### config.mk
export PLATFORM = sky130hd
export DESIGN_NAME = ext_bus_arbiter_flat
export DESIGN_NICKNAME = d
export VERILOG_FILES = /design/src/rtl/ext_bus_arbiter_pkg.sv /design/src/rtl/ext_bus_arbiter_if.sv /design/src/rtl/ext_bus_arbiter_rr_pick.sv /design/src/rtl/ext_bus_arbiter.sv /design/src/flat_wrapper.sv
export SDC_FILE = /design/constraint.sdc
export NUM_CORES = 1
export LEC_CHECK = 0
export CAP_MARGIN = 5
export CORE_ASPECT_RATIO = 0.6
export CORE_MARGIN = 1.5
export CORE_UTILIZATION = 47
export DETAILED_ROUTE_END_ITERATION = 8
export PLACE_DENSITY = 0.79
export REMOVE_ABC_BUFFERS = 1
export SKIP_LAST_GASP = 1
export SLEW_MARGIN = 5
export SYNTH_ARGS = -nofsm -noshare
export SYNTH_HDL_FRONTEND = slang
export SYNTH_SLANG_ARGS = --single-unit
### constraint.sdc
create_clock -name clk -period 3.7 [get_ports clk]
set_clock_uncertainty 0.1 [all_clocks]
set_input_delay 0.555 -clock clk [delete_from_list [all_inputs] [get_ports clk]]
set_output_delay 0.555 -clock clk [all_outputs]
set_load 0.02 [all_outputs]
### src/rtl/ext_bus_arbiter_pkg.sv
// ext_bus_arbiter_pkg: shared types and constants for the external bus arbiter
// Contents: arbiter state type, requester indices, default geometry.
package ext_bus_arbiter_pkg;
    typedef enum logic {ARB_IDLE, ARB_BURST} arb_state_t;
    localparam int REQ_KERNEL = 0;
    localparam int REQ_INPUT = 1;
    localparam int REQ_OUTPUT = 2;
    localparam int ARB_NUM_REQ = 3;
    localparam int ARB_BURST_W = 4;
    localparam int ARB_MAX_BURST = 12;
endpackage

### src/rtl/ext_bus_arbiter_if.sv
// ext_bus_arbiter_if: request/beat handshake bundle between burst engines, external bus and arbiter
// Signals: req_valid/req_write/req_len/req_hs from requesters, bus_hs_in from the external bus;
//          bus_hs_out/gnt/grant_id/beat_fire/last_beat/bus_drive/busy/err_len from the arbiter.
// Modports: master = requester/bus side, slave = arbiter side.
interface ext_bus_arbiter_if
    import ext_bus_arbiter_pkg::*;
#(
    parameter int NUM_REQ = ARB_NUM_REQ,
    parameter int BURST_W = ARB_BURST_W
);
    localparam int ID_W = $clog2(NUM_REQ);
    logic [NUM_REQ-1:0] req_valid;
    logic [NUM_REQ-1:0] req_write;
    logic [NUM_REQ*BURST_W-1:0] req_len;
    logic [NUM_REQ-1:0] req_hs;
    logic bus_hs_in;
    logic bus_hs_out;
    logic [NUM_REQ-1:0] gnt;
    logic [ID_W-1:0] grant_id;
    logic [NUM_REQ-1:0] beat_fire;
    logic last_beat;
    logic bus_drive;
    logic busy;
    logic err_len;
    modport master (
        output req_valid, req_write, req_len, req_hs, bus_hs_in,
        input bus_hs_out, gnt, grant_id, beat_fire, last_beat, bus_drive, busy, err_len
    );
    modport slave (
        input req_valid, req_write, req_len, req_hs, bus_hs_in,
        output bus_hs_out, gnt, grant_id, beat_fire, last_beat, bus_drive, busy, err_len
    );
endinterface

### src/rtl/ext_bus_arbiter_rr_pick.sv
// ext_bus_arbiter_rr_pick: combinational round-robin pick of the first request at or after ptr
// Ports: req (request vector), ptr (search start index) -> win (one-hot), win_id (index, 0 if none).
module ext_bus_arbiter_rr_pick #(
    parameter int NUM_REQ = 3,
    parameter int ID_W = $clog2(NUM_REQ)
) (
    input logic [NUM_REQ-1:0] req,
    input logic [ID_W-1:0] ptr,
    output logic [NUM_REQ-1:0] win,
    output logic [ID_W-1:0] win_id
);
    logic found;
    int j;
    always_comb begin
        win = '0;
        win_id = '0;
        found = 1'b0;
        j = 0;
        for (int i = 0; i < NUM_REQ; i++) begin
            j = int'(ptr) + i;
            j = (j >= NUM_REQ) ? j - NUM_REQ : j;
            if (!found && req[j]) begin
                found = 1'b1;
                win[j] = 1'b1;
                win_id = ID_W'(j);
            end
        end
    end
endmodule

### src/rtl/ext_bus_arbiter.sv
// ext_bus_arbiter: grants whole bursts on the shared external bus to the conv accelerator burst engines
// Ports: clk, arst_n_in (synchronous, active-low reset), bus (ext_bus_arbiter_if.slave):
//        requests/lengths/directions/beat handshakes in; grant, beat pulses, bus direction, status out.
module ext_bus_arbiter
    import ext_bus_arbiter_pkg::*;
#(
    parameter int NUM_REQ = ARB_NUM_REQ,
    parameter int MAX_BURST = ARB_MAX_BURST,
    parameter int BURST_W = ARB_BURST_W,
    parameter int PRIO_EN = 1,
    parameter int PRIO_REQ = REQ_OUTPUT
) (
    input logic clk,
    input logic arst_n_in,
    ext_bus_arbiter_if.slave bus
);
    localparam int ID_W = $clog2(NUM_REQ);
    localparam logic [NUM_REQ-1:0] PRIO_OH = NUM_REQ'(1) << PRIO_REQ;
    localparam logic [ID_W-1:0] PRIO_ID = ID_W'(PRIO_REQ);
    localparam logic [BURST_W-1:0] MAX_LEN = BURST_W'(MAX_BURST);
    arb_state_t state;
    logic [NUM_REQ-1:0] gnt, rr_win, win;
    logic [ID_W-1:0] grant_id, ptr, rr_id, win_id;
    logic [BURST_W-1:0] cnt, win_len, load;
    logic bus_drive, err_len, prio, fire, len_zero, len_big;
    ext_bus_arbiter_rr_pick #(.NUM_REQ(NUM_REQ), .ID_W(ID_W)) u_rr_pick (
        .req(bus.req_valid),
        .ptr(ptr),
        .win(rr_win),
        .win_id(rr_id)
    );
    assign prio = (PRIO_EN != 0) && bus.req_valid[PRIO_REQ];
    assign win = prio ? PRIO_OH : rr_win;
    assign win_id = prio ? PRIO_ID : rr_id;
    assign win_len = bus.req_len[win_id*BURST_W +: BURST_W];
    assign len_zero = win_len == '0;
    assign len_big = win_len > MAX_LEN;
    // Counter holds beats remaining minus one, so a zero-length request still moves one beat.
    assign load = len_zero ? '0 : len_big ? MAX_LEN - 1'b1 : win_len - 1'b1;
    // gnt is zero outside BURST, which gates every combinational output.
    assign fire = |(gnt & bus.req_hs) & bus.bus_hs_in;
    always_ff @(posedge clk) begin
        if (!arst_n_in) begin
            state <= ARB_IDLE;
            gnt <= '0;
            grant_id <= '0;
            ptr <= '0;
            cnt <= '0;
            bus_drive <= 1'b0;
            err_len <= 1'b0;
        end else if (state == ARB_IDLE) begin
            if (|bus.req_valid) begin
                state <= ARB_BURST;
                gnt <= win;
                grant_id <= win_id;
                cnt <= load;
                bus_drive <= |(win & bus.req_write);
                err_len <= err_len | len_zero | len_big;
            end
        end else if (fire) begin
            if (cnt == '0) begin
                state <= ARB_IDLE;
                gnt <= '0;
                grant_id <= '0;
                bus_drive <= 1'b0;
                ptr <= (grant_id == ID_W'(NUM_REQ - 1)) ? '0 : grant_id + 1'b1;
            end else begin
                cnt <= cnt - 1'b1;
            end
        end
    end
    assign bus.bus_hs_out = |(gnt & bus.req_hs);
    assign bus.gnt = gnt;
    assign bus.grant_id = grant_id;
    assign bus.beat_fire = gnt & {NUM_REQ{fire}};
    assign bus.last_beat = fire && cnt == '0;
    assign bus.bus_drive = bus_drive;
    assign bus.busy = state == ARB_BURST;
    assign bus.err_len = err_len;
endmodule

### src/flat_wrapper.sv
// flat-port wrapper written by rule: the top's interface ports become plain ports
module ext_bus_arbiter_flat import ext_bus_arbiter_pkg::*;
#(
    parameter int NUM_REQ = ARB_NUM_REQ,
    parameter int MAX_BURST = ARB_MAX_BURST,
    parameter int BURST_W = ARB_BURST_W,
    parameter int PRIO_EN = 1,
    parameter int PRIO_REQ = REQ_OUTPUT
)
  (clk, arst_n_in, bus_req_valid, bus_req_write, bus_req_len, bus_req_hs, bus_bus_hs_in, bus_bus_hs_out, bus_gnt, bus_grant_id, bus_beat_fire, bus_last_beat, bus_bus_drive, bus_busy, bus_err_len);
  ext_bus_arbiter_if #(.NUM_REQ(NUM_REQ), .BURST_W(BURST_W)) bus_i ();
  input logic clk;
  input logic arst_n_in;
  input wire logic [$bits(bus_i.req_valid)-1:0] bus_req_valid;
  input wire logic [$bits(bus_i.req_write)-1:0] bus_req_write;
  input wire logic [$bits(bus_i.req_len)-1:0] bus_req_len;
  input wire logic [$bits(bus_i.req_hs)-1:0] bus_req_hs;
  input wire logic [$bits(bus_i.bus_hs_in)-1:0] bus_bus_hs_in;
  output wire logic [$bits(bus_i.bus_hs_out)-1:0] bus_bus_hs_out;
  output wire logic [$bits(bus_i.gnt)-1:0] bus_gnt;
  output wire logic [$bits(bus_i.grant_id)-1:0] bus_grant_id;
  output wire logic [$bits(bus_i.beat_fire)-1:0] bus_beat_fire;
  output wire logic [$bits(bus_i.last_beat)-1:0] bus_last_beat;
  output wire logic [$bits(bus_i.bus_drive)-1:0] bus_bus_drive;
  output wire logic [$bits(bus_i.busy)-1:0] bus_busy;
  output wire logic [$bits(bus_i.err_len)-1:0] bus_err_len;
  assign bus_i.req_valid = bus_req_valid;
  assign bus_i.req_write = bus_req_write;
  assign bus_i.req_len = bus_req_len;
  assign bus_i.req_hs = bus_req_hs;
  assign bus_i.bus_hs_in = bus_bus_hs_in;
  assign bus_bus_hs_out = bus_i.bus_hs_out;
  assign bus_gnt = bus_i.gnt;
  assign bus_grant_id = bus_i.grant_id;
  assign bus_beat_fire = bus_i.beat_fire;
  assign bus_last_beat = bus_i.last_beat;
  assign bus_bus_drive = bus_i.bus_drive;
  assign bus_busy = bus_i.busy;
  assign bus_err_len = bus_i.err_len;
  ext_bus_arbiter #(.NUM_REQ(NUM_REQ), .MAX_BURST(MAX_BURST), .BURST_W(BURST_W), .PRIO_EN(PRIO_EN), .PRIO_REQ(PRIO_REQ)) u_core (.clk(clk), .arst_n_in(arst_n_in), .bus(bus_i));
endmodule
Word level (Yosys, flattened, before mapping):

Index checks and enable logic that the tools add are counted.

* add/sub/neg operators: 8
* magnitude comparators: 10
* equal/unequal tests: 4
* shift-type cells: 1
* multiplexer cells: 51
* bitwise operators: 9
* reduce and logical (&&, ||, !) cells: 18

Operators with widths (count)
* $ge 32x1->1 const B: 3
* $lt 32x4->1 const B: 3
* $mux 32: 3
* $mux 3: 8
* $mux 4: 6
* $mux 1: 19
* $mux 2: 9
* $shiftx 12x5->4: 1
* $and 3x3->3: 3
* $reduce_and 3->1: 3
* $reduce_or 3->1: 3
* $logic_not 4->1: 2
* $sub 3x2->4 const B: 2
* $sub 4x1->4 const B: 2
* $bmux 1 s2: 3
* $demux 1 s2: 3
* $ge 3x2->1 const B: 2
* $logic_and 1x1->1: 6
* $ne 2x2->1 const B: 3
* $or 3x3->3: 2
* $gt 4x4->1 const B: 1
* $add 2x1->3 const B: 1
* $add 2x2->3 const B: 1
* $sub 2x2->3 const B: 1
* 9 further kinds: 11

* flip-flop bits (word level): 14
* input port bits: 24
* output and inout port bits: 13
* word-level logic and storage cells: 108

Logic depth before layout (Yosys ltp):

Gate-level depths: netlist (run 1).

* word-level depth: 19
* mapped depth: 12
* gate-level depth less buffers: 11

Cells and area by module:

Synthesis (run 1) repeated with hierarchy kept, for this count alone.

* cells, all modules: 161
* area total of the unflattened synthesis: 1297.5 µm²

By module, submodules not included
* ext_bus_arbiter: times used 1, cells an instance 119, area an instance 989.7 µm², seq. area each 280.3 µm²
* ext_bus_arbiter_rr_pick: times used 1, cells an instance 42, area an instance 307.8 µm², seq. area each 0.0 µm²

Worst setup path after synthesis (run 1):

Ideal clock, no wire load.

* path kind: register to register
* start point: register u_core.ptr[0]
* end point: register u_core.cnt[2]
* setup time: 0.067 ns
* arrival: 2.598 ns
* data required time: 3.533 ns
* slack: 0.935 ns
* stages on the path, launching flop included: 13
* buffers on the path: 1
* clock period less this slack: 2.765 ns
* path through: dfxtp_1 -> inv_1 -> ha_1 -> buf_6 -> nand4bb_1 -> a311oi_1 -> nor2_1 -> a21oi_1 -> a221oi_4 -> ha_1 -> or3_1 -> a21o_1 -> a21oi_2

* longest elaborated chain between the ends: 19
* elaborated cells on any way between the ends: 38
* classes of those cells: add/sub: 6; order compare: 4; shift: 1; mux: 22; reduce/logical: 5

RTL lines
* from (decl): line ext_bus_arbiter.sv:23 `logic [ID_W-1:0] grant_id, ptr, rr_id, win_id;`
* from (signal assigned): line ext_bus_arbiter.sv:66 `ptr <= (grant_id == ID_W'(NUM_REQ - 1)) ? '0 : grant_id + 1'b1;`
* branches (longest 11 deep; another with $sub 3x2->4)
* $mux 2 *: line ext_bus_arbiter_rr_pick.sv:22 `if (!found && req[j]) begin`
* $mux 2 *: line ext_bus_arbiter.sv:34 `assign win_id = prio ? PRIO_ID : rr_id;`
* $shiftx 12x5->4 *: line ext_bus_arbiter.sv:35 `assign win_len = bus.req_len[win_id*BURST_W +: BURST_W];`
* $sub 4x1->4 or $gt 4x4->1 (tied branches): line ext_bus_arbiter.sv:39, ext_bus_arbiter.sv:37
* $mux 4: line ext_bus_arbiter.sv:39 `assign load = len_zero ? '0 : len_big ? MAX_LEN - 1'b1 : win_len - 1'b1;`
* $mux 4 *: line ext_bus_arbiter.sv:39
* $mux 4 *: line ext_bus_arbiter.sv:52 `if (|bus.req_valid) begin`
* $mux 4 *: line ext_bus_arbiter.sv:51 `end else if (state == ARB_IDLE) begin`
* to (signal assigned): line ext_bus_arbiter.sv:56 `cnt <= load;`
* to (signal assigned): line ext_bus_arbiter.sv:68 `cnt <= cnt - 1'b1;`
* to (decl): line ext_bus_arbiter.sv:24 `logic [BURST_W-1:0] cnt, win_len, load;`

Mark *: on every way between the ends. The select of a mux whose other input is x is not followed.
A chain may end at the register's enable or synchronous reset.

Worst setup path after layout (run 1):

* start point: input port bus_req_valid[2]
* end point: register u_core.cnt[2]

* longest elaborated chain between the ends: 17
* elaborated cells on any way between the ends: 30
* classes of those cells: add/sub: 1; order compare: 1; shift: 1; mux: 19; reduce/logical: 8

RTL lines
* from (decl): line flat_wrapper.sv:14 `input wire logic [$bits(bus_i.req_valid)-1:0] bus_req_valid;`
* $bmux 1 s2: line ext_bus_arbiter_rr_pick.sv:22
* $mux 1 (implied by the code) (2 in series): line ext_bus_arbiter_rr_pick.sv:22
* $mux 1: line ext_bus_arbiter_rr_pick.sv:22
* $logic_not 1->1: line ext_bus_arbiter_rr_pick.sv:22
* $logic_and 1x1->1: line ext_bus_arbiter_rr_pick.sv:22
* $mux 1: line ext_bus_arbiter_rr_pick.sv:22
* $logic_not 1->1: line ext_bus_arbiter_rr_pick.sv:22
* $logic_and 1x1->1: line ext_bus_arbiter_rr_pick.sv:22
* $mux 2: line ext_bus_arbiter_rr_pick.sv:22
* $mux 2: line ext_bus_arbiter.sv:34
* $shiftx 12x5->4: line ext_bus_arbiter.sv:35
* $sub 4x1->4 or $gt 4x4->1 (tied branches): line ext_bus_arbiter.sv:39, ext_bus_arbiter.sv:37
* $mux 4 (2 in series): line ext_bus_arbiter.sv:39
* $mux 4: line ext_bus_arbiter.sv:52
* $mux 4: line ext_bus_arbiter.sv:51

Parallel ways exist; a longest one is shown, timed or not. The select of a mux whose other input is x is not followed.

==> flow_summary.yaml, run 1 <==
final_layout:
  seq_area_sq_um: 280
  areaGrowthSynthToFinish_pct: 32.8
  multiInputGateArea_sq_um: 900
  fillerInstances: 219
  antenna_cells: 0
  drive_gt1_frac: 0.0881
  fin_util: 0.665
  layout.nets: 225
floorplanning:
  initial_core_util: 0.500
  std_cell_rows: 14
  fp.dieH_um: 43.1
  coreArea_sq_um: 2520
  die_w_um: 69.9
  io_pins: 37
  die_area_sq_um: 3020
worst_setup_path:
  crit_path_end: "u_core.cnt[2]"
  required_ps: 3780
  cp-end-kind: "flop"
  startpoint: "bus_req_valid[2]"
  r2r_slack_ps: 710
  worstPathArrival_ps: 3200
  cp-start-kind: "input port"
  r2r-start: "u_core.ptr[0]"
  worst_r2r_endpoint: "u_core.cnt[2]"
  cp_max_fo: 10
  critPathKind: "input port to flop"
  ff2ff_path_depth: 11
yosys:
  yosysUniqueCellTypes: 52
  synth_top_area_cell: "dfxtp_1"
  synth_top_cells_by_area: "dfxtp_1, ha_1, a21oi_1, nand2_1, nor2b_1"
  seq_area_frac_synth: 0.222
  syn_area_sq_um: 1260
  synth.avg_cell_area_sq_um: 7.94
  synthCells: 159
  yosysTopAreaCellShare: 0.222
  synth_flop_cell: "dfxtp_1"
  yosys_warnings: 0
  synth_seq_cells: 14
  synth_edf_count: 0
  synthTopCellsByCount: "dfxtp_1, nand2_1, a21oi_1"
  synthArstFlopShare: 0
place:
  gp_congestion: 0.938
  portBuffers: 36
  place.detailed.hpwl_um: 2560
clocking:
  cts.path.max_buffers: 2
  post-cts-setup-buffers: 0
  hold_buffers: 0
  clock-sinks: 14
  cts_buffers: 3
  clkTransAtPathRegs_ps: 60
  cts_resized: 0
  clock-root-buffer: "clkbuf_8"
  cts_tree: "yes"
  cts.htree.levels: 1
  clock_latency_ps: 250
global_routing:
  antenna_found_initial: 0
  grtUsageTotal: 0.238
  grt_pass1_vias: 1198
  grt_pass1_wl_um: 5710
  grt_max_degree: 17
  grt.overflow.total: 0
routing:
  wl_per_cell_um: 14.6
  wl_met3_um: 285
  via_per_inst: 5.79
  dr.pass1.iters: 4
  initialDrtViolationCount: 128
  dr.max_layer_used: "met4"
  drc: 0
  wl_met1_um: 1620
  detail-route-antenna-nets: 0
  vias: 1303
  wl_um: 3280
  wl_met2_um: 1340
timing:
  drv_slew: 0
  finalSetupTns_ps: 0
  whs_ps: 384
  relSlewSlack: 0.490
  fmax_ghz: 0.321
  setup_violations: 0
  fin_crit_sh: 0.842
  final.min_clock_period_ps: 3120
  rsz0062_at_grt: "false"
  hold_viol_final: 0
  worst_pin_slew_ps: 759
pwr:
  ir_worst_vdd_uv: 218
  total_power_w: 0.000505
  power_frac_clock: 0.299
  seq_power_share: 0.354
  leakagePower_nw: 0.641
  combPwrFrac: 0.347
  p_per_area_nw_per_um2: 301
  p_int_w: 0.000345
  swShare: 0.317
  p_sw_w: 0.000160
min_path:
  hold_path_class: "flop to flop"
run_status:
  status: "finished clean"
flow_run:
  cap_violations: 0
final cells by class:
type	instances	area share
Inverter	9	0.0201
Sequential cell	14	0.167
Timing Repair Buffer	37	0.219
Clock buffer	4	0.0328
Tap cell	32	0.0239
Multi-Input combinational cell	129	0.537
registers in the layout, summed over array words and instances, names as in the netlist:
name                  flops
u_core.bus.busy           1
u_core.ptr                2
u_core.cnt                4
u_core.bus.gnt            3
u_core.bus.err_len        1
u_core.bus.grant_id       2
u_core.bus.bus_drive      1
worst min-delay path by stage:
stage,startpoint,end,slack [ps],cells past startpoint
finish,u_core.bus.err_len,u_core.bus.err_len,380,1
global route,u_core.bus.err_len,u_core.bus.err_len,400,1
CTS,u_core.bus.err_len,u_core.bus.err_len,390,1
detailed placement,u_core.bus.err_len,u_core.bus.err_len,370,1
global placement,u_core.bus.err_len,u_core.bus.err_len,350,1
floorplan,u_core.ptr[1],u_core.ptr[1],420,2
logic make-up (layout without fill, tap and decap cells):
| logic type | count (synthesis) | after routing | share of synthesized area |
|---|---|---|---|
| buffers and inverters | 16 | 50 | 0.0654 |
| DFF | 14 | 14 | 0.222 |
| and+or+nand+nor | 65 | 65 | 0.294 |
| adders and majority gates | 7 | 7 | 0.0694 |
| muxes | 4 | 4 | 0.0327 |
| AOI/OAI and AO/OA | 53 | 53 | 0.316 |
stage by stage:
stage / setup WS, ps / area, sq um / std cells
floorplan: 954 / 1210 / 152
CTS: 611 / 1680 / 225
finish: 584 / 1680 / 225
global route: 421 / 1680 / 225
global placement: 489 / 1620 / 221
detailed placement: 343 / 1620 / 221
worst max-delay path: stages:
cell	delay (ps)
clkdlybuf4s50_1	680
buf_4	250
nand4_1	200
and3_4	230
nor2_2	220
a221oi_4	110
ha_1	270
or3_1	390
a21o_1	190
a21oi_2	100
placed cells by master, fill, tap and decap left out, types with 3 or more instances in the layout:
| cell | Yosys | layout |
|---|---|---|
| nor2_1 | 7 | 7 |
| and3_1 | 6 | 6 |
| a31oi_1 | 4 | 4 |
| nand3b_1 | 4 | 4 |
| nor3_1 | 3 | 3 |
| inv_1 | 9 | 9 |
| nand3_1 | 5 | 5 |
| ha_1 | 7 | 7 |
| a21boi_0 | 3 | 3 |
| nor2b_1 | 8 | 8 |
| clkdlybuf4s50_1 | 0 | 36 |
| nand2_1 | 14 | 14 |
| a21oi_1 | 12 | 12 |
| o21ai_0 | 7 | 7 |
| o21ai_1 | 4 | 4 |
| nand2b_1 | 4 | 4 |
| dfxtp_1 | 14 | 14 |
| mux2i_1 | 3 | 3 |
| clkbuf_8 | 0 | 4 |
power by group through the flow:
| stage | clock [W] | sequential, W | combinational [W] |
|---|---|---|---|
| floorplan | 0 | 0.000185 | 0.0000982 |
| global placement | 0 | 0.000180 | 0.000168 |
| detailed placement | 0 | 0.000181 | 0.000173 |
| CTS | 0.000153 | 0.000178 | 0.000175 |
| global route | 0.000161 | 0.000181 | 0.000194 |
| finish | 0.000151 | 0.000178 | 0.000175 |
per-layer routing:
layer	GRT usage	vias to the layer above
met5	0	-
met4	0.0462	0
met3	0.0665	6
met2	0.350	64
met1	0.347	579
li1	-	654
Note: power is estimated with default switching activity, not from simulation.
==> run 2: changes to the inputs <==
==> constraint.sdc (replaced) <==
create_clock -name clk -period 3.2 [get_ports clk]
set_clock_uncertainty 0.1 [all_clocks]
set_input_delay 0.48 -clock clk [delete_from_list [all_inputs] [get_ports clk]]
set_output_delay 0.48 -clock clk [all_outputs]
set_load 0.02 [all_outputs]
==> flow_summary.yaml, run 2 (synthesized netlist as in run 1, its figures left out) <==
final_layout:
  largest_register_ffs: 4
  antenna_cells: 0
  drive_gt1_frac: 0.0979
  layout.nets: 226
  biggestRegsByFlops: "u_core.cnt (4), u_core.bus.gnt (3)"
  mostFrequentLayoutCell: "clkdlybuf4s50_1"
  regMostFlops: "u_core.cnt"
  layout_common_cells: "clkdlybuf4s50_1, nand2_1, dfxtp_1"
  areaGrowthSynthToFinish_pct: 33.9
worst_setup_path:
  crit_family: "buffers and inverters"
  cp_cell_sequence: "clkdlybuf4s50_1, mux2_1, o2111ai_2, and3_4, o21ai_0, a22o_1, ha_1, buf_4, nor4b_1, mux2i_1, nand2_1"
  cp-end-kind: "flop"
  max_stage_delay_ps: 600
  required_ps: 3300
  path_depth: 11
  critPathKind: "input port to flop"
  cp_num_buf_inv: 2
  cp-start-kind: "input port"
  crit_slowest_cell: "clkdlybuf4s50_1"
  worstPathArrival_ps: 3110
  cp_max_fo: 7
  ff2ff_path_depth: 12
pwr:
  ir_worst_vdd_uv: 267
  total_power_w: 0.000594
  p_per_area_nw_per_um2: 352
  leakagePower_nw: 0.648
floorplanning:
  fp.dieH_um: 43.1
  die_area_sq_um: 3020
  die_w_um: 69.9
  io_pins: 37
  std_cell_rows: 14
  coreArea_sq_um: 2520
  initial_core_util: 0.500
routing:
  drc: 0
  initialDrtViolationCount: 100
  dr.pass1.iters: 4
  wl_um: 3550
  wl_per_cell_um: 15.7
  detail-route-antenna-nets: 0
  via_per_inst: 5.91
  vias: 1335
global_routing:
  grt.overflow.total: 0
  antenna_found_initial: 0
  grt_max_degree: 17
  grt_pass1_wl_um: 5810
  grtUsageTotal: 0.248
  grt_pass1_vias: 1218
timing:
  relSlewSlack: 0.459
  setup_violations: 0
  finalWorstSetupSlack_ps: 190
  fmax_ghz: 0.332
  finalSetupTns_ps: 0
  hold_viol_final: 0
  rsz0062_at_grt: "false"
  final.min_clock_period_ps: 3010
  fin_crit_sh: 0.941
  drv_slew: 0
  worst_pin_slew_ps: 804
clocking:
  cts_buffers: 3
  cts_tree: "yes"
  cts.path.max_buffers: 2
  clock-sinks: 14
  clock_latency_ps: 250
  clock-root-buffer: "clkbuf_8"
  clkTransAtPathRegs_ps: 60
  hold_buffers: 0
  cts.htree.levels: 1
place:
  place.detailed.hpwl_um: 2620
  portBuffers: 36
  gp_congestion: 0.885
  dpl_worst_slack_ps: 33.4
flow_run:
  cap_violations: 0
min_path:
  holdPathStages: 1
  hold_path_class: "flop to flop"
run_status:
  status: "finished clean"
==> run 2: cell count changes in the layout (fill, tap and decap cells not counted), sizes merged <==
cell	change
buf	+1
==> run 2: layout make-up <==
cell class                      count  area (sq um)
Fill cell                         214           832
Sequential cell                    14           280
Clock buffer                        4          55.1
Tap cell                           32          40.0
Inverter                            9          33.8
Multi-Input combinational cell    129           906
Timing Repair Buffer               38           375
==> run 2: final timing paths <==
path | start | to | slack (ps)
worst max-delay path | bus_req_valid[0] | u_core.cnt[3] | 190
worst min register to register | u_core.bus.err_len | u_core.bus.err_len | 390
worst min-delay path | u_core.bus.err_len | u_core.bus.err_len | 390
worst max register to register | u_core.ptr[0] | u_core.cnt[3] | 230
==> run 2: stage by stage <==
stage | instance area (sq um) | utilization | cells | hold slack (ps)
3_3_place_gp | 1630 | 0.646 | 222 | 349
2_1_floorplan | 1210 | - | 152 | 424
5_1_grt | 1690 | 0.670 | 226 | 407
4_1_cts | 1680 | 0.668 | 226 | 385
6_report | 1690 | 0.670 | 226 | 388
3_5_place_dp | 1630 | 0.646 | 222 | 370
==> run 2: routing by layer <==
layer,GRT usage,part of all wire,vias to the layer above
met2,0.389,0.42,56
met5,0,0,-
met4,0.0654,0.015,0
met3,0.0713,0.076,8
li1,-,-,653
met1,0.336,0.49,618
==> run 2: worst reg2reg max path, stage by stage (launching register included) <==
cell and delay (ps):
dfxtp_1 370, inv_1 80, ha_1 450, nand4bb_1 190, a311oi_2 100, nor2_1 320, a31oi_1 150, a22o_1 230
ha_1 200, buf_4 150, nor4b_1 360, mux2i_1 130, nand2_1 80
==> run 2: where the power goes <==
group | internal [W] | switching, W
combinational | 0.000102 | 0.000106
clock | 0.000109 | 0.0000707
sequential | 0.000190 | 0.0000166
total | 0.000401 | 0.000194
==> run 2: what timing repair did <==
item	in CTS	in global routing
buffers inserted	0	0
setup endpoints to repair	0	2
gates resized for setup	0	1
==> run 3: changes to the inputs <==
--- a/config.mk
+++ b/config.mk
@@ -10,7 +10,7 @@
 export CORE_MARGIN = 1.5
 export CORE_UTILIZATION = 47
 export DETAILED_ROUTE_END_ITERATION = 8
-export PLACE_DENSITY = 0.79
+export PLACE_DENSITY = 0.88
 export REMOVE_ABC_BUFFERS = 1
 export SKIP_LAST_GASP = 1
 export SLEW_MARGIN = 5
==> flow_summary.yaml, run 3 (synthesized netlist as in run 1, its figures left out) <==
worst_setup_path:
  cp-end-kind: "flop"
  worstPathArrival_ps: 2970
  required_ps: 3280
  cp_max_fo: 7
  critPathKind: "input port to flop"
  cp-start-kind: "input port"
final_layout:
  antenna_cells: 0
  layout.nets: 228
  largest_register_ffs: 4
  multiInputGateArea_sq_um: 906
  fillerInstances: 198
  areaGrowthSynthToFinish_pct: 35.1
  biggestRegsByFlops: "u_core.cnt (4), u_core.bus.gnt (3)"
  regMostFlops: "u_core.cnt"
  drive_gt1_frac: 0.107
  mostFrequentLayoutCell: "clkdlybuf4s50_1"
  seq_area_sq_um: 280
  layout_common_cells: "clkdlybuf4s50_1, nand2_1, dfxtp_1"
global_routing:
  grtUsageMet2: 0.379
  grt.overflow.total: 0
  antenna_found_initial: 0
  grt_use_met3: 0.0665
  grt_max_degree: 17
  grt_pass1_vias: 1254
  grt_pass1_wl_um: 5360
  grt.busiest_layer: "met2"
  grtUsageTotal: 0.221
  use_met1: 0.277
pwr:
  combPwrFrac: 0.353
  power_frac_clock: 0.295
  p_sw_w: 0.000181
  p_per_area_nw_per_um2: 342
  p_int_w: 0.000402
  ir_worst_vdd_uv: 240
  leakagePower_nw: 0.657
  total_power_w: 0.000582
  swShare: 0.310
  seq_power_share: 0.353
routing:
  initialDrtViolationCount: 63
  wl_per_cell_um: 13.6
  drc: 0
  detail-route-antenna-nets: 0
  via_per_inst: 5.82
  vias: 1326
  wl_um: 3090
  dr.pass1.iters: 4
place:
  place.detailed.hpwl_um: 2430
  portBuffers: 36
  gp_congestion: 0.878
clocking:
  cts_buffers: 3
  clkTransAtPathRegs_ps: 60
  clock-root-buffer: "clkbuf_8"
  cts.path.max_buffers: 2
  clock-sinks: 14
  cts.htree.levels: 1
  clock_latency_ps: 240
  cts_tree: "yes"
min_path:
  hold_path_class: "flop to flop"
timing:
  fmax_ghz: 0.346
  worst_pin_slew_ps: 759
  relSlewSlack: 0.490
  drv_slew: 0
  hold_viol_final: 0
  rsz0062_at_grt: "false"
  final.min_clock_period_ps: 2890
  fin_crit_sh: 0.904
  setup_violations: 0
  finalSetupTns_ps: 0
floorplanning:
  die_area_sq_um: 3020
  std_cell_rows: 14
  io_pins: 37
  initial_core_util: 0.500
  die_w_um: 69.9
  coreArea_sq_um: 2520
  fp.dieH_um: 43.1
run_status:
  status: "finished clean"
flow_run:
  cap_violations: 0
[run 3: changes by cell type in the layout (fill, tap and decap cells not counted)]
cell   delta
buf_4     +2
[run 3: cell type report]
class / count / area share
well taps: 32 / 0.0235
clock buffers: 4 / 0.0323
repair buffers: 40 / 0.229
flip-flops and latches: 14 / 0.164
multi-input cells: 129 / 0.531
inverters: 9 / 0.0198
[run 3: critical path, stage by stage]
cell and delay (ps):
clkdlybuf4s50_1 600, mux2_1 360, o2111ai_2 110, and3_4 250, o21ai_0 100, a22o_1 200, ha_1 200, or3_1 370
a21o_1 190, a21oi_2 100
[run 3: metrics by stage]
stage | hold WS, ps | worst slack (ps) | utilization | std cells | cell area, sq um
after floorplan | 424 | 454 | - | 152 | 1210
after global placement | 350 | 138 | 0.652 | 224 | 1640
after detailed placement | 368 | 65.7 | 0.652 | 224 | 1640
after CTS | 382 | 288 | 0.674 | 228 | 1700
after global routing | 396 | 37.1 | 0.676 | 228 | 1710
final | 374 | 308 | 0.676 | 228 | 1710
[run 3: final timing paths]
path,start,endpoint,slack [ps],cells past startpoint
setup reg to reg,u_core.ptr[1],u_core.cnt[2],320,11
setup / recovery,bus_req_valid[0],u_core.cnt[2],310,10
hold reg to reg,u_core.bus.err_len,u_core.bus.err_len,370,1
hold / removal,u_core.bus.err_len,u_core.bus.err_len,370,1
[run 3: power by group through the flow]
stage / Combinational, W / Sequential [W] / Clock, W
after global routing: 0.000227 / 0.000207 / 0.000183
after detailed placement: 0.000204 / 0.000208 / 0
final: 0.000205 / 0.000205 / 0.000172
after floorplan: 0.000114 / 0.000214 / 0
after CTS: 0.000205 / 0.000205 / 0.000175
after global placement: 0.000198 / 0.000208 / 0
[run 3: layer usage]
layer / share of wire / vias up
met1: 0.47 / 613
met4: 0.0039 / 0
met3: 0.079 / 2
met5: 0 / -
li1: - / 659
met2: 0.44 / 52
[run 3: timing repair]
item	in CTS	in global routing
resized for setup	0	1
hold buffers	0	0
setup endpoints to repair	0	1
buffers inserted	0	0
==> edit, RTL diff (settings of run 3) <==
The package constant `ARB_BURST_W` goes from 4 to 6.
--- a/src/rtl/ext_bus_arbiter_pkg.sv
+++ b/src/rtl/ext_bus_arbiter_pkg.sv
@@ -7,5 +7,5 @@
     localparam int REQ_OUTPUT = 2;
     localparam int ARB_NUM_REQ = 3;
-    localparam int ARB_BURST_W = 4;
+    localparam int ARB_BURST_W = 6;
     localparam int ARB_MAX_BURST = 12;
 endpackage
Interface: changed (resized bus_req_len); port bits go from 37 to 43. The function was not compared with the original's and may differ.
==> edit against run 3 <==
Routed wire length grew 24%; largest power group unchanged; sequential cell count up 2; final area increased by 15%; setup slack lost 100 ps; critical path type is now flop to flop; synthesized area increased by 7.9%; synthesized cell count is 11% higher; total power grew 7.8%; critical path depth did not move.
==> edit: results (changes against run 3) <==
Peak VDD IR: 0.0002538 V (+5.8%)
register area share after synthesis: 0.2351 (+0.01308)
Root Buffer: clkbuf_8
Non-clock buffer share: 0.2575 (+0.02862)
Starting DRT DRC Count: 79 (+25%)
Hold Crit Depth: 1 (unchanged)
syn_area_per_cell: 7.742 sq um (-2.5%)
Hold Slack: 385.4 ps (+11.13 ps)
endpoints failing setup: 0 (unchanged)
GP Congestion: 0.8887 (+1.2%)
share of post-route cells with drive strength above 1: 0.1200 (+0.01286)
clk tree area frac: 0.02819 (-0.004095)
Inverters: 9 (unchanged)
Multi-input gate area: 997.2 sq um (+10%)
worst-path maximum fanout: 5 (-2)
sequential power share: 0.362 (+0.009)
P_leak: 0.7752 nW (+18%)
Seq/total area: 0.1659 (+0.001577)
DP HPWL: 2988 um (+23%)
post-cts sizing count: 0 (unchanged)
first-pass GRT wire length: 6182 um (+15%)
status: finished, final reports clean
wire length on met3: 246 um (+1.2%)
share of total power in combinational logic: 0.342 (-0.011)
crit start category: flop
final net count: 263 (+15%)
CTS Buffer Depth: 2 (unchanged)
met3 usage: 0.05804 (-0.008473)
Non-clk bufs: 53 (+33%)
worst r2r src: u_core.ptr[0]
reg-to-reg setup timing slack: 210 ps (-110 ps)
sw power: 0.1960 mW (+8.6%)
largest registers: u_core.cnt (6), u_core.bus.gnt (3)
met1 wire length: 1710 um (+17%)
vias in the first global route: 1407 (+12%)
metal2 WL: 1818 um (+32%)
Worst-Margin Slew: 565.9 ps (-193.1 ps)
Final Non-Filler Cells: 257 (+13%)
top routing layer in use: met4
Reg clk slew, reported paths: 70 ps
top cells by area, synth: dfxtp_1 24%, ha_1 6.4%, a21oi_1 5.9%, nor2b_1 5.1%, mux2i_1 4.4%
Arr. time, crit path: 3040 ps (+70 ps)
Reg2Reg Depth: 10 (-1)
TritonCTS Buffers: 3 (unchanged)
H-tree depth: 1 (unchanged)
Vias per Instance: 5.911 (+1.6%)
met1 GRT Util: 0.3223 (+0.04502)
antenna cells: 0 (unchanged)
register bit count reported by yosys: 16 (+2)
Cell variety after synth: 48 (-7.7%)
Synth top cells by count: 16 x a21oi_1, 16 x dfxtp_1, 15 x nor2_1
Total Routing Usage GR: 0.2458 (+0.02498)
Worst setup endpoint: u_core.cnt[1]
Placed Cells: 252 (+13%)
fillers: 186 (-6.1%)
port bufs: 42 (+17%)
drt wl/cell: 14.90 um (+9.8%)
met2 usage: 0.4333 (+0.05429)
CLK BUF: 4 (unchanged)
comb_multi_in: 143 (+11%)
-- edit: worst max-delay path, stage by stage (launching register included) --
cell	delay, ps
dfxtp_4	360
inv_1	90
ha_2	290
or3b_4	390
o2111ai_4	130
buf_4	210
mux2i_1	320
mux2i_1	190
a311oi_2	430
a21oi_1	130
o221a_1	240
-- edit: through the flow --
stage | cell area, sq um | setup slack [ps] | total power [mW]
after floorplan | 1328 | 219.2 | 0.3458
after CTS | 1918 | 9.338 | 0.6220
after global routing | 1953 | -20.07 | 0.6591
after global placement | 1863 | 59.73 | 0.4312
after detailed placement | 1863 | -127.3 | 0.4390
final | 1953 | 206.6 | 0.6277
-- edit: cell families after synthesis --
family,after synthesis,share of synthesized area
AND/OR/NAND/NOR,69,0.2663
adder cells (fa/ha/maj),7,0.06428
AO/OA/AOI/OAI,54,0.2856
XOR/XNOR,5,0.03215
flip-flops,16,0.2351
multiplexers,8,0.06612
buffers and inverters,17,0.05050
